--- config.mk ---
export PLATFORM = sky130hd
export DESIGN_NAME = mult_arbiter_flat
export DESIGN_NICKNAME = d
export VERILOG_FILES = /design/src/rtl/mult_arbiter_if.sv /design/src/rtl/mult_arbiter.sv /design/src/flat_wrapper.sv
export SDC_FILE = /design/constraint.sdc
export NUM_CORES = 1
export LEC_CHECK = 0
export CAP_MARGIN = 20
export CORE_ASPECT_RATIO = 1.2
export CORE_UTILIZATION = 43
export DETAILED_ROUTE_END_ITERATION = 7
export PLACE_DENSITY = 0.85
export SYNTH_ARGS = -nofsm -noshare
export SYNTH_HDL_FRONTEND = slang
export SYNTH_SLANG_ARGS = --single-unit
--- constraint.sdc ---
create_clock -name clk -period 2.03 [get_ports clk]
set_input_delay 0.5075 -clock clk [delete_from_list [all_inputs] [get_ports clk]]
set_output_delay 0.5075 -clock clk [all_outputs]
set_load 0.02 [all_outputs]
--- src/rtl/mult_arbiter_if.sv ---
// Bundle of the two requester ports and the shared-multiplier port seen by
// mult_arbiter. The arbiter uses the slave view; the surrounding system
// (requesters plus the multiplier) uses the master view.
interface mult_arbiter_if;
   logic       req0;
   logic       req1;
   logic [3:0] a0;
   logic [3:0] b0;
   logic [3:0] a1;
   logic [3:0] b1;
   logic       gnt0;
   logic       gnt1;
   logic       ack0;
   logic       ack1;
   logic [7:0] p_out;
   logic       err;
   logic       mult_go;
   logic [3:0] mult_a;
   logic [3:0] mult_b;
   logic       mult_done;
   logic [7:0] mult_p;

   modport slave (
      input  req0, req1, a0, b0, a1, b1, mult_done, mult_p,
      output gnt0, gnt1, ack0, ack1, p_out, err, mult_go, mult_a, mult_b
   );

   modport master (
      output req0, req1, a0, b0, a1, b1, mult_done, mult_p,
      input  gnt0, gnt1, ack0, ack1, p_out, err, mult_go, mult_a, mult_b
   );
endinterface

--- src/rtl/mult_arbiter.sv ---
// Two-requester round-robin arbiter in front of a shared 4x4 sequential
// multiplier. One transaction at a time: IDLE picks a winner and latches its
// operands, START pulses mult_go, WAIT waits for mult_done (or times out),
// RESP pulses the winner's ack with the product (or err on timeout).
module mult_arbiter #(
   parameter int unsigned TIMEOUT = 16
) (
   input logic           clk,
   input logic           clr,
   mult_arbiter_if.slave bus
);

   typedef enum logic [1:0] {IDLE, START, WAIT, RESP} state_t;

   // Last WAIT cycle before an unanswered request is aborted.
   localparam logic [7:0] TLAST = 8'(TIMEOUT - 1);

   state_t     state_q;
   logic       win_q;    // requester owning the current transaction
   logic       last_q;   // requester served most recently (tie breaker)
   logic [7:0] timer_q;
   logic [7:0] p_q;
   logic       err_q;
   logic [3:0] ma_q;
   logic [3:0] mb_q;
   logic       win_d;

   // Winner for a request seen in IDLE: a tie goes to whoever was not served last.
   always_comb begin
      win_d = 1'b0;
      if (bus.req0 && bus.req1) begin
         win_d = ~last_q;
      end else if (bus.req1) begin
         win_d = 1'b1;
      end
   end

   // Transaction FSM with its datapath registers (operands, timer, result).
   always_ff @(posedge clk) begin
      if (clr) begin
         state_q <= IDLE;
         win_q   <= 1'b0;
         last_q  <= 1'b1;
         timer_q <= 8'd0;
         p_q     <= 8'd0;
         err_q   <= 1'b0;
         ma_q    <= 4'd0;
         mb_q    <= 4'd0;
      end else begin
         case (state_q)
            IDLE: begin
               if (bus.req0 || bus.req1) begin
                  win_q   <= win_d;
                  ma_q    <= win_d ? bus.a1 : bus.a0;
                  mb_q    <= win_d ? bus.b1 : bus.b0;
                  state_q <= START;
               end
            end
            START: begin
               timer_q <= 8'd0;
               state_q <= WAIT;
            end
            WAIT: begin
               // A completion on the last timer cycle still counts as success.
               if (bus.mult_done) begin
                  p_q     <= bus.mult_p;
                  err_q   <= 1'b0;
                  state_q <= RESP;
               end else if (timer_q == TLAST) begin
                  p_q     <= 8'd0;
                  err_q   <= 1'b1;
                  state_q <= RESP;
               end else begin
                  timer_q <= timer_q + 8'd1;
               end
            end
            RESP: begin
               last_q  <= win_q;
               state_q <= IDLE;
            end
            default: state_q <= IDLE;
         endcase
      end
   end

   // Control outputs are pure decodes of the registered state and winner.
   assign bus.gnt0    = (state_q != IDLE) && !win_q;
   assign bus.gnt1    = (state_q != IDLE) &&  win_q;
   assign bus.ack0    = (state_q == RESP) && !win_q;
   assign bus.ack1    = (state_q == RESP) &&  win_q;
   assign bus.mult_go = (state_q == START);
   assign bus.mult_a  = ma_q;
   assign bus.mult_b  = mb_q;
   assign bus.p_out   = p_q;
   assign bus.err     = err_q;

endmodule

--- src/flat_wrapper.sv ---
// flat-port wrapper written by rule: the top's interface ports become plain ports
module mult_arbiter_flat 
#(
   parameter int unsigned TIMEOUT = 16
)
  (clk, clr, bus_req0, bus_req1, bus_a0, bus_b0, bus_a1, bus_b1, bus_mult_done, bus_mult_p, bus_gnt0, bus_gnt1, bus_ack0, bus_ack1, bus_p_out, bus_err, bus_mult_go, bus_mult_a, bus_mult_b);
  mult_arbiter_if bus_i ();
  input logic clk;
  input logic clr;
  input wire logic [$bits(bus_i.req0)-1:0] bus_req0;
  input wire logic [$bits(bus_i.req1)-1:0] bus_req1;
  input wire logic [$bits(bus_i.a0)-1:0] bus_a0;
  input wire logic [$bits(bus_i.b0)-1:0] bus_b0;
  input wire logic [$bits(bus_i.a1)-1:0] bus_a1;
  input wire logic [$bits(bus_i.b1)-1:0] bus_b1;
  input wire logic [$bits(bus_i.mult_done)-1:0] bus_mult_done;
  input wire logic [$bits(bus_i.mult_p)-1:0] bus_mult_p;
  output wire logic [$bits(bus_i.gnt0)-1:0] bus_gnt0;
  output wire logic [$bits(bus_i.gnt1)-1:0] bus_gnt1;
  output wire logic [$bits(bus_i.ack0)-1:0] bus_ack0;
  output wire logic [$bits(bus_i.ack1)-1:0] bus_ack1;
  output wire logic [$bits(bus_i.p_out)-1:0] bus_p_out;
  output wire logic [$bits(bus_i.err)-1:0] bus_err;
  output wire logic [$bits(bus_i.mult_go)-1:0] bus_mult_go;
  output wire logic [$bits(bus_i.mult_a)-1:0] bus_mult_a;
  output wire logic [$bits(bus_i.mult_b)-1:0] bus_mult_b;
  assign bus_i.req0 = bus_req0;
  assign bus_i.req1 = bus_req1;
  assign bus_i.a0 = bus_a0;
  assign bus_i.b0 = bus_b0;
  assign bus_i.a1 = bus_a1;
  assign bus_i.b1 = bus_b1;
  assign bus_i.mult_done = bus_mult_done;
  assign bus_i.mult_p = bus_mult_p;
  assign bus_gnt0 = bus_i.gnt0;
  assign bus_gnt1 = bus_i.gnt1;
  assign bus_ack0 = bus_i.ack0;
  assign bus_ack1 = bus_i.ack1;
  assign bus_p_out = bus_i.p_out;
  assign bus_err = bus_i.err;
  assign bus_mult_go = bus_i.mult_go;
  assign bus_mult_a = bus_i.mult_a;
  assign bus_mult_b = bus_i.mult_b;
  mult_arbiter #(.TIMEOUT(TIMEOUT)) u_core (.clk(clk), .clr(clr), .bus(bus_i));
endmodule
# Yosys cells after proc, flatten, opt, wreduce, memory -nomap -nowiden
# Index checks and enable logic that the tools add are counted.
[word_totals]
ff_bits = 29
input_bits = 29
word_cells = 48
[classes]
n_addsub = 1
eq_ne = 8
n_mux = 15
bitwise = 1
reduce_logical = 15
[ops]
columns = ["op", "count"]
rows = [
  ["$mux 8", 4],
  ["$pmux 8 s2", 1],
  ["$add 8x1->8 const B", 1],
  ["$eq 8x4->1 const B", 1],
  ["$mux 4", 2],
  ["$pmux 2 s4", 1],
  ["$mux 2", 3],
  ["$reduce_and 2->1", 3],
  ["$reduce_bool 2->1", 3],
  ["$logic_and 1x1->1", 5],
  ["$eq 2x2->1 const B", 2],
  ["$mux 1", 4],
  ["$ne 2x2->1 const B", 2],
  ["$ne 3x2->1 const B", 1],
  ["$reduce_and 3->1", 1],
  ["$eq 2x1->1 const B", 1],
  ["$logic_not 2->1", 1],
  ["$ne 2x1->1 const B", 1],
  ["$logic_not 1->1", 1],
  ["$logic_or 1x1->1", 1],
  ["$not 1->1", 1],
]

# Logic depth before layout (Yosys ltp)
# Gate-level depths: netlist of run 1.
[logic_depth]
word_depth = 4
mapped_depth = 8
ltp_nobuf = 6

# Least setup slack after synthesis of run 1
# OpenSTA, ideal clock, no wires.
[synth_path]
path_type = "reg-to-reg"
startpoint = "register u_core.state_q[0]"
endpoint = "register u_core.timer_q[3]"
setup_ns = 0.059
arrival_time_ns = 1.657
required_time_ns = 1.971
slack_ns = 0.313
stages_incl_launch_ff = 9
n_path_buf = 2
period_less_slack_ns = 1.717
cell_sequence = "dfxtp_1 -> inv_1 -> ha_1 -> buf_2 -> nand2b_1 -> a21o_1 -> buf_6 -> or4_1 -> nand2_1"
[synth_between]
elab_chain_cells = 3
[synth_rtl]
columns = ["element", "line_no", "source"]
rows = [
  ["start: declaration", "mult_arbiter.sv:18", "state_t state_q;"],
  ["start signal: assignment", "mult_arbiter.sv:41", "state_q <= IDLE;"],
  ["start signal: assignment", "mult_arbiter.sv:56", "state_q <= START;"],
  ["start signal: assignment", "mult_arbiter.sv:61", "state_q <= WAIT;"],
  ["$eq 2x2->1 / $eq 2x1->1 (equally long branches)", "mult_arbiter.sv:50", "case (state_q)"],
  ["$ne 2x2->1 (no line) / $reduce_bool 2->1 (equally long branches)", "--", ""],
  ["$reduce_and 3->1 (no line)", "--", ""],
  ["end signal: assignment", "mult_arbiter.sv:74", "timer_q <= timer_q + 8'd1;"],
  ["end: declaration", "mult_arbiter.sv:21", "logic [7:0] timer_q;"],
]
# Parallel ways exist; a longest one is shown, timed or not.
# A chain may end at the register's enable or synchronous reset.

# Worst setup path after layout of run 1
[layout_path]
startpoint = "register u_core.state_q[0]"
endpoint = "output bus_ack1"
[layout_between]
elab_chain_cells = 2
[layout_rtl]
columns = ["element", "line_no", "source"]
rows = [
  ["$eq 2x2->1", "mult_arbiter.sv:90", "assign bus.ack1 = (state_q == RESP) && win_q;"],
  ["$logic_and 1x1->1", "mult_arbiter.sv:90", ""],
  ["end: declaration", "flat_wrapper.sv:21", "output wire logic [$bits(bus_i.ack1)-1:0] bus_ack1;"],
]
# Every way passes these cells.

==> results of run 1 <==
==> cell families after synthesis <==
kind of cell | after synthesis
AO/OA/AOI/OAI | 40
adder cells (fa/ha/maj) | 6
flip-flops | 29
multiplexers | 10
AND/OR/NAND/NOR | 49
buffers and inverters | 12
==> synth_stat cells (2+ instances only) <==
| cell | instances | area share, % |
|---|---|---|
| a211oi_1 | 11 | 6.0 |
| a21boi_0 | 2 | 1.1 |
| a21oi_1 | 8 | 2.9 |
| a22o_1 | 8 | 5.1 |
| buf_2 | 3 | 1.1 |
| buf_6 | 2 | 1.6 |
| clkbuf_1 | 2 | 0.55 |
| dfxtp_1 | 29 | 42 |
| ha_1 | 6 | 5.5 |
| inv_1 | 4 | 1.1 |
| mux2i_1 | 9 | 6.5 |
| nand2_1 | 7 | 1.9 |
| nand2b_1 | 8 | 3.6 |
| nand3_1 | 8 | 2.9 |
| nor2_1 | 13 | 3.5 |
| nor2b_1 | 3 | 1.4 |
| o211ai_1 | 2 | 1.1 |
| o21ai_0 | 2 | 0.73 |
| or3_1 | 2 | 0.91 |
| or4_1 | 2 | 1.1 |
==> critical path, stage by stage (launching register included) <==
cell and delay [ns]:
dfxtp_2 0.35, ha_1 0.21, and2_1 0.17, dlygate4sd2_1 0.33
==> cell type report <==
class | count | share of cell area (%)
Multi-Input combinational cell | 105 | 36.6
Clock inverter | 1 | 0.249
Sequential cell | 29 | 29.1
Inverter | 4 | 0.748
Timing Repair Buffer | 58 | 27.9
Clock buffer | 7 | 3.24
Tap cell | 36 | 2.24
==> layout by cell type, fill, tap and decap left out, drive strengths merged, types with 2 or more instances in the layout <==
cell and instances:
clkdlybuf4s50 45, dfxtp 29, nor2 13, a211oi 11, mux2i 9, a21oi 9
nand2b 8, a22o 8, nand3 8, buf 8, nand2 7, clkbuf 7
ha 6, inv 4, nor2b 3, dlygate4sd2 3, or3 3, a21boi 2
or4 2, o21ai 2, o211ai 2, clkdlybuf4s15 2, nor4 2, a21o 2
==> path summary, 6_finish.rpt <==
| check | startpoint | endpoint | slack [ns] | cells past startpoint |
|---|---|---|---|---|
| setup / recovery | u_core.state_q[0] | bus_ack1 | 0.14 | 3 |
| hold / removal | u_core.last_q | u_core.last_q | 0.47 | 1 |
| setup reg to reg | u_core.state_q[0] | u_core.timer_q[5] | 0.31 | 7 |
| hold reg to reg | u_core.last_q | u_core.last_q | 0.47 | 1 |
==> per-stage QoR <==
step                std cells  worst slack [ns]  power, mW  hold WS (ns)
finish                    240             0.143       2.01         0.474
CTS                       240            0.0206       2.01         0.473
global route              240            0.0394       2.15         0.490
global placement          232            0.0930       1.58         0.441
detailed placement        232            0.0339       1.61         0.451
floorplan                 146             0.313       1.25         0.431
==> power groups by stage <==
stage | Sequential [mW] | Combinational (mW) | Clock [mW]
CTS | 0.735 | 0.866 | 0.411
finish | 0.741 | 0.866 | 0.405
detailed placement | 0.747 | 0.868 | 0
floorplan | 0.820 | 0.429 | 0
global placement | 0.741 | 0.838 | 0
global route | 0.753 | 0.951 | 0.442
==> timing repair <==
action,CTS,global route
setup endpoints to repair,5,4
cloned,0,0
resized for setup,9,3
==> registers in the layout, indices dropped and copies added, names as in the netlist <==
name,cells
u_core.bus.mult_a,4
u_core.bus.err,1
u_core.last_q,1
u_core.win_q,1
u_core.bus.mult_b,4
u_core.bus.p_out,8
u_core.state_q,2
u_core.timer_q,8
==> per-layer routing <==
metal	vias up	share of wire (%)	track usage [%]
met4	0	1.8	11.2
li1	646	-	-
met2	64	50	38.4
met1	617	40	23.1
met5	-	0	0
met3	6	8.9	11.2
==> impl_metrics.env, run 1 <==
export IMPL_status="complete, no violations"
export IMPL_swShare_pct=36.7
export IMPL_end_kind="output port"
export IMPL_slew_headroom_pct=65.0
export IMPL_hold_buffers=0
export IMPL_cts_tree="built"
export IMPL_hold_viol_final=0
export IMPL_fillCellCount=242
export IMPL_port_buffers=50
export IMPL_fin_util_pct=65.7
export IMPL_n_antenna_cell=0
export IMPL_grt_pass1_wl_um=5690
export IMPL_antenna_left=0
export IMPL_finalMaxSlewViolations=0
export IMPL_rsz0062_at_grt="no"
export IMPL_final_seq_area_um2=583
export IMPL_grt_overflow=0
export IMPL_drt_total_wl_um=3510
export IMPL_vias=1333
export IMPL_final_cell_area_um2=2010
export IMPL_intPower_mw=1.27
export IMPL_ys_types=35
export IMPL_synth_simple_area_share_pct=19.4
export IMPL_finClkSkew_ns=0.0114
export IMPL_core_area_um2=3060
export IMPL_netlist_area_um2=1380
export IMPL_muxShareOfSynthArea_pct=7.36
export IMPL_fin_crit_sh_pct=92.9
export IMPL_dieHeight_um=64.0
export IMPL_drt_initial_drc_count=40
export IMPL_gp_congestion=0.747
export IMPL_fin_crit_ns=1.89
export IMPL_setup_viol=0
export IMPL_rows=22
export IMPL_antenna_found_initial=0
export IMPL_worstPathArrival_ns=1.38
export IMPL_wl_per_cell_um=14.6
export IMPL_leakage_nw=0.774
export IMPL_synthArstFlopShare_pct=0
export IMPL_tightest_slew_ns=0.523
export IMPL_groute_usage_overall_pct=23.1
export IMPL_worst_path_max_fanout=4
export IMPL_ios=51
export IMPL_ys_ff_latch=29
export IMPL_p_seq_share_pct=36.8
export IMPL_via_per_inst=5.55
export IMPL_synth_top_family_by_area="compound AO/OA/AOI/OAI gates"
export IMPL_die_width_um=53.6
export IMPL_synthCells=146
export IMPL_ir_drop_mv=0.808
export IMPL_ys_flop_type="dfxtp_1"
export IMPL_p_comb_share_pct=43.1
export IMPL_htree_levels=2
export IMPL_synth_warnings=0
export IMPL_grt_max_degree=18
export IMPL_avgSynthCellArea_um2=9.43
export IMPL_start_kind="flip-flop"
export IMPL_start_util_pct=45.0
export IMPL_drive_gt1_share_pct=13.2
export IMPL_hold_path_class="flip-flop to flip-flop"
export IMPL_syn_nets=181
export IMPL_synth_enable_flop_cells=0
export IMPL_clkPwrFrac_pct=20.1
export IMPL_numCtsBuffers=5
export IMPL_synth_compound_area_share_pct=21.0
export IMPL_power_switching_uw=738
export IMPL_die_area_um2=3430
export IMPL_drc=0
export IMPL_crit_type="flip-flop to output port"
export IMPL_post_cts_setup_buffer_count=0
export IMPL_root_buffer="clkbuf_4"
export IMPL_hpwl_um=2640
export IMPL_yosys_area_share_adder_pct=5.45
export IMPL_tns_ns=0
export IMPL_grt_pass1_vias=1351
export IMPL_synth_xor_area_share_pct=0
export IMPL_path_clk_slew_ns=0.10
export IMPL_clock_sinks=29
export IMPL_max_freq_mhz=530
export IMPL_maxCapViolations=0
export IMPL_first_pass_iters=4
export IMPL_critPathRequiredTime_ns=1.52
export IMPL_multi_input_area_um2=734
export IMPL_cts_buffer_depth=2
export IMPL_power_density_nw_per_um2=1000
export IMPL_final_nets=238
export IMPL_synthToLayoutAreaGrowth_pct=45.8
export IMPL_yosysSeqAreaShare_pct=42.2
export IMPL_clock_latency_ns=0.34
export IMPL_dpl_cell_area_um2=1930
Note: power is estimated with default switching activity, not from simulation.
==> run 2: changes to the inputs <==
Settings changed: CORE_UTILIZATION 43 to 45, CTS_BUF_LIST set to sky130_fd_sc_hd__clkbuf_8, PLACE_DENSITY 0.85 to 0.88.
==> run 2 against run 1 <==
Cell count down 0.83%. Register-to-register slack worse by 0.09 ns. Design area up 0.75%. Global-route usage up 1.2 points. Sequential cell count unchanged. Non-clock buffer count unchanged.
==> impl_metrics.env, run 2 (synthesis results as in run 1) <==
export IMPL_status="complete, no violations"
export IMPL_worst_path_max_delay_cell="dlygate4sd2_1"
export IMPL_root_buffer="clkbuf_8"
export IMPL_die_width_um=52.5
export IMPL_clock_latency_ns=0.28
export IMPL_leakage_nw=0.799
export IMPL_path_buf_inv=2
export IMPL_synthToLayoutAreaGrowth_pct=46.9
export IMPL_cts_buffer_depth=2
export IMPL_antenna_found_initial=0
export IMPL_groute_usage_overall_pct=24.3
export IMPL_hold_viol_final=0
export IMPL_worstHoldStart="u_core.last_q"
export IMPL_finClkSkew_ns=0.00352
export IMPL_drt_initial_drc_count=22
export IMPL_rows=21
export IMPL_end_kind="output port"
export IMPL_cp_cell_sequence="buf_4, ha_1, and2_1, dlygate4sd2_1"
export IMPL_drc=0
export IMPL_path_clk_slew_ns=0.06
export IMPL_fin_util_pct=71.3
export IMPL_power_mw=2.13
export IMPL_cts_tree="built"
export IMPL_final_seq_area_um2=581
export IMPL_maxCapViolations=0
export IMPL_n_antenna_cell=0
export IMPL_rsz0062_at_grt="no"
export IMPL_via_per_inst=5.56
export IMPL_die_area_um2=3280
export IMPL_final_cell_area_um2=2020
export IMPL_drive_gt1_share_pct=11.8
export IMPL_max_freq_mhz=525
export IMPL_post_cts_resized=4
export IMPL_power_density_nw_per_um2=1050
export IMPL_fillCellCount=215
export IMPL_fin_crit_ns=1.91
export IMPL_clock_sinks=29
export IMPL_fin_crit_sh_pct=93.9
export IMPL_htree_levels=2
export IMPL_tns_ns=0
export IMPL_drt_total_wl_um=3610
export IMPL_grt_pass1_vias=1377
export IMPL_start_kind="flip-flop"
export IMPL_multi_input_area_um2=732
export IMPL_slew_headroom_pct=66.0
export IMPL_instances_no_fill=238
export IMPL_numCtsBuffers=5
export IMPL_worst_path_max_fanout=3
export IMPL_first_pass_iters=4
export IMPL_setup_viol=0
export IMPL_ir_drop_mv=0.853
export IMPL_tightest_slew_ns=0.508
export IMPL_grt_pass1_wl_um=5880
export IMPL_startpoint="u_core.state_q[1]"
export IMPL_dpl_cell_area_um2=1930
export IMPL_antenna_left=0
export IMPL_ios=51
export IMPL_hold_buffers=0
export IMPL_core_area_um2=2840
export IMPL_grt_overflow=0
export IMPL_final_nets=238
export IMPL_placed_cells=230
export IMPL_gp_congestion=0.864
export IMPL_crit_type="flip-flop to output port"
export IMPL_final_cell_mix="clkdlybuf4s50_1, dfxtp_1, nor2_1"
export IMPL_dieHeight_um=62.6
export IMPL_vias=1323
export IMPL_hpwl_um=2560
export IMPL_wl_per_cell_um=15.2
export IMPL_slowest_delay_ns=0.32
export IMPL_finalMaxSlewViolations=0
export IMPL_critical_path_top_delay_family="buffers and inverters"
export IMPL_final_common_cell="clkdlybuf4s50_1"
export IMPL_port_buffers=50
export IMPL_critPathRequiredTime_ns=1.52
export IMPL_start_util_pct=48.5
export IMPL_post_cts_setup_buffer_count=0
export IMPL_hold_path_class="flip-flop to flip-flop"
export IMPL_grt_max_degree=18
export IMPL_worstPathArrival_ns=1.40
export IMPL_r2r_start="u_core.state_q[0]"
## run 2: cell count changes in the layout (fill, tap and decap cells not counted)
cell,before,now
dlymetal6s2s_1,0,1
clkbuf_8,2,7
dfxtp_2,2,0
ha_2,1,0
dlygate4sd2_1,3,2
clkdlybuf4s15_2,2,0
dfxtp_1,27,29
clkbuf_2,0,2
clkbuf_4,5,0
ha_1,5,6
## run 2: stage by stage
stage               hold WS [ns]  worst slack (ns)
floorplan                  0.431             0.313
global placement           0.440            0.0999
detailed placement         0.452            0.0630
CTS                        0.466           0.00254
global route               0.488            0.0583
finish                     0.469             0.124
## run 2: layout make-up
cell class,count,area share [%]
clock buffers,7,4.76
clock inverters,1,0.248
inverters,4,0.743
multi-input cells,105,36.2
flip-flops and latches,29,28.7
well taps,34,2.10
repair buffers,58,27.2
## run 2: where the power goes
group / internal (mW) / switching, mW
Sequential: 0.670 / 0.0642
Clock: 0.306 / 0.223
Combinational: 0.395 / 0.468
## run 2: layer usage
metal | global-route usage [%] | vias to the layer above | part of all wire, %
li1 | - | 644 | -
met1 | 24.5 | 623 | 39
met2 | 43.4 | 48 | 53
met3 | 8.03 | 8 | 5.6
met4 | 10.2 | 0 | 2.2
met5 | 0 | - | 0
## run 2: path summary, 6_finish.rpt
| path | endpoint | slack [ns] | cells after the start |
|---|---|---|---|
| setup / recovery | bus_ack1 | 0.12 | 4 |
| hold / removal | u_core.last_q | 0.47 | 1 |
| setup reg to reg | u_core.timer_q[6] | 0.22 | 6 |
| hold reg to reg | u_core.last_q | 0.47 | 1 |
==> run 3: changes to the inputs <==
Settings changed: CAP_MARGIN 20 to unset, CORE_ASPECT_RATIO 1.2 to 0.75, SLEW_MARGIN set to 20.
==> run 3 against run 2 <==
Sequential share of layout area is 0.12 points higher. Global-route usage down 1.3 points. Clock power down 12%. Sequential power barely moved. Setup slack worse by 0.042 ns. Critical path type unchanged.
==> impl_metrics.env, run 3 (synthesis results as in run 1) <==
export IMPL_status="complete, no violations"
export IMPL_critPathRequiredTime_ns=1.52
export IMPL_path_clk_slew_ns=0.06
export IMPL_drt_total_wl_um=3520
export IMPL_grt_pass1_vias=1290
export IMPL_critical_path_top_delay_family="buffers and inverters"
export IMPL_root_buffer="clkbuf_8"
export IMPL_grt_overflow=0
export IMPL_groute_usage_overall_pct=22.9
export IMPL_final_nets=238
export IMPL_final_common_cell="clkdlybuf4s50_1"
export IMPL_fin_crit_ns=1.95
export IMPL_ios=51
export IMPL_cts_tree="built"
export IMPL_port_buffers=50
export IMPL_hold_buffers=0
export IMPL_end_kind="output port"
export IMPL_final_cell_mix="clkdlybuf4s50_1, dfxtp_1, nor2_1"
export IMPL_hold_viol_final=0
export IMPL_worst_path_max_delay_cell="dfxtp_1"
export IMPL_slew_headroom_pct=61.9
export IMPL_final_cell_area_um2=2010
export IMPL_instances_no_fill=240
export IMPL_synthToLayoutAreaGrowth_pct=46.3
export IMPL_cp_cell_sequence="inv_1, ha_1, nor2b_1, dlygate4sd2_1"
export IMPL_finalMaxSlewViolations=0
export IMPL_power_density_nw_per_um2=1020
export IMPL_hold_path_class="flip-flop to flip-flop"
export IMPL_worstPathArrival_ns=1.44
export IMPL_die_width_um=65.9
export IMPL_cts_buffer_depth=2
export IMPL_clock_latency_ns=0.28
export IMPL_leakage_nw=0.782
export IMPL_setup_viol=0
export IMPL_gp_congestion=0.817
export IMPL_antenna_found_initial=0
export IMPL_power_mw=2.06
export IMPL_n_antenna_cell=0
export IMPL_path_buf_inv=2
export IMPL_tns_ns=0
export IMPL_fin_crit_sh_pct=96.0
export IMPL_tightest_slew_ns=0.569
export IMPL_antenna_left=0
export IMPL_ir_drop_mv=0.557
export IMPL_via_per_inst=5.37
export IMPL_wl_per_cell_um=14.6
export IMPL_placed_cells=232
export IMPL_vias=1288
export IMPL_clock_sinks=29
export IMPL_drt_initial_drc_count=83
export IMPL_crit_type="flip-flop to output port"
export IMPL_hpwl_um=2640
export IMPL_core_area_um2=2760
export IMPL_first_pass_iters=4
export IMPL_rsz0062_at_grt="no"
export IMPL_finClkSkew_ns=0.00874
export IMPL_start_kind="flip-flop"
export IMPL_grt_max_degree=18
export IMPL_maxCapViolations=0
export IMPL_die_area_um2=3290
export IMPL_rows=16
export IMPL_worst_path_max_fanout=4
export IMPL_dieHeight_um=49.9
export IMPL_slowest_delay_ns=0.39
export IMPL_drc=0
export IMPL_max_freq_mhz=513
export IMPL_grt_pass1_wl_um=5690
export IMPL_dpl_cell_area_um2=1930
export IMPL_drive_gt1_share_pct=10.8
export IMPL_htree_levels=2
export IMPL_numCtsBuffers=5
export IMPL_start_util_pct=49.8
==> run 3: report_power, final <==
group | switching, mW | internal, mW
sequential | 0.0654 | 0.669
combinational | 0.467 | 0.398
clock | 0.227 | 0.236
==> run 3: timing repair <==
| item | 4_1_cts | 5_1_grt |
|---|---|---|
| gates resized for setup | 5 | 0 |
| setup buffers | 0 | 0 |
| endpoints found under the setup margin | 5 | 0 |
==> run 3: through the flow <==
step | hold WS [ns] | util [%] | setup WS (ns)
final | 0.480 | 72.9 | 0.0820
after global placement | 0.441 | 70.0 | 0.101
after floorplan | 0.431 | - | 0.313
after CTS | 0.480 | 72.9 | 0.0758
after global routing | 0.504 | 72.9 | 0.00483
after detailed placement | 0.464 | 70.0 | 0.0519
==> run 3: final timing paths <==
check	depth (start not counted)	slack [ns]	endpoint	start
hold reg to reg	1	0.48	u_core.last_q	u_core.last_q
hold / removal	1	0.48	u_core.last_q	u_core.last_q
setup / recovery	4	0.08	bus_gnt1	u_core.state_q[1]
setup reg to reg	6	0.21	u_core.timer_q[3]	u_core.state_q[0]
==> run 3: area by class of cell <==
type | count | area [um2]
Timing Repair Buffer | 58 | 554
Sequential cell | 29 | 581
Clock buffer | 5 | 68.8
Fill cell | 208 | 749
Multi-Input combinational cell | 105 | 732
Tap cell | 36 | 45.0
Clock inverter | 3 | 17.5
Inverter | 4 | 15.0
==> run 3: metal layers <==
| layer | routed length, um | vias up | GRT usage [%] |
|---|---|---|---|
| li1 | - | 638 | - |
| met1 | 1500 | 604 | 26.0 |
| met2 | 1740 | 40 | 39.1 |
| met3 | 234 | 6 | 8.33 |
| met4 | 37 | 0 | 7.97 |
| met5 | 0 | - | 0 |
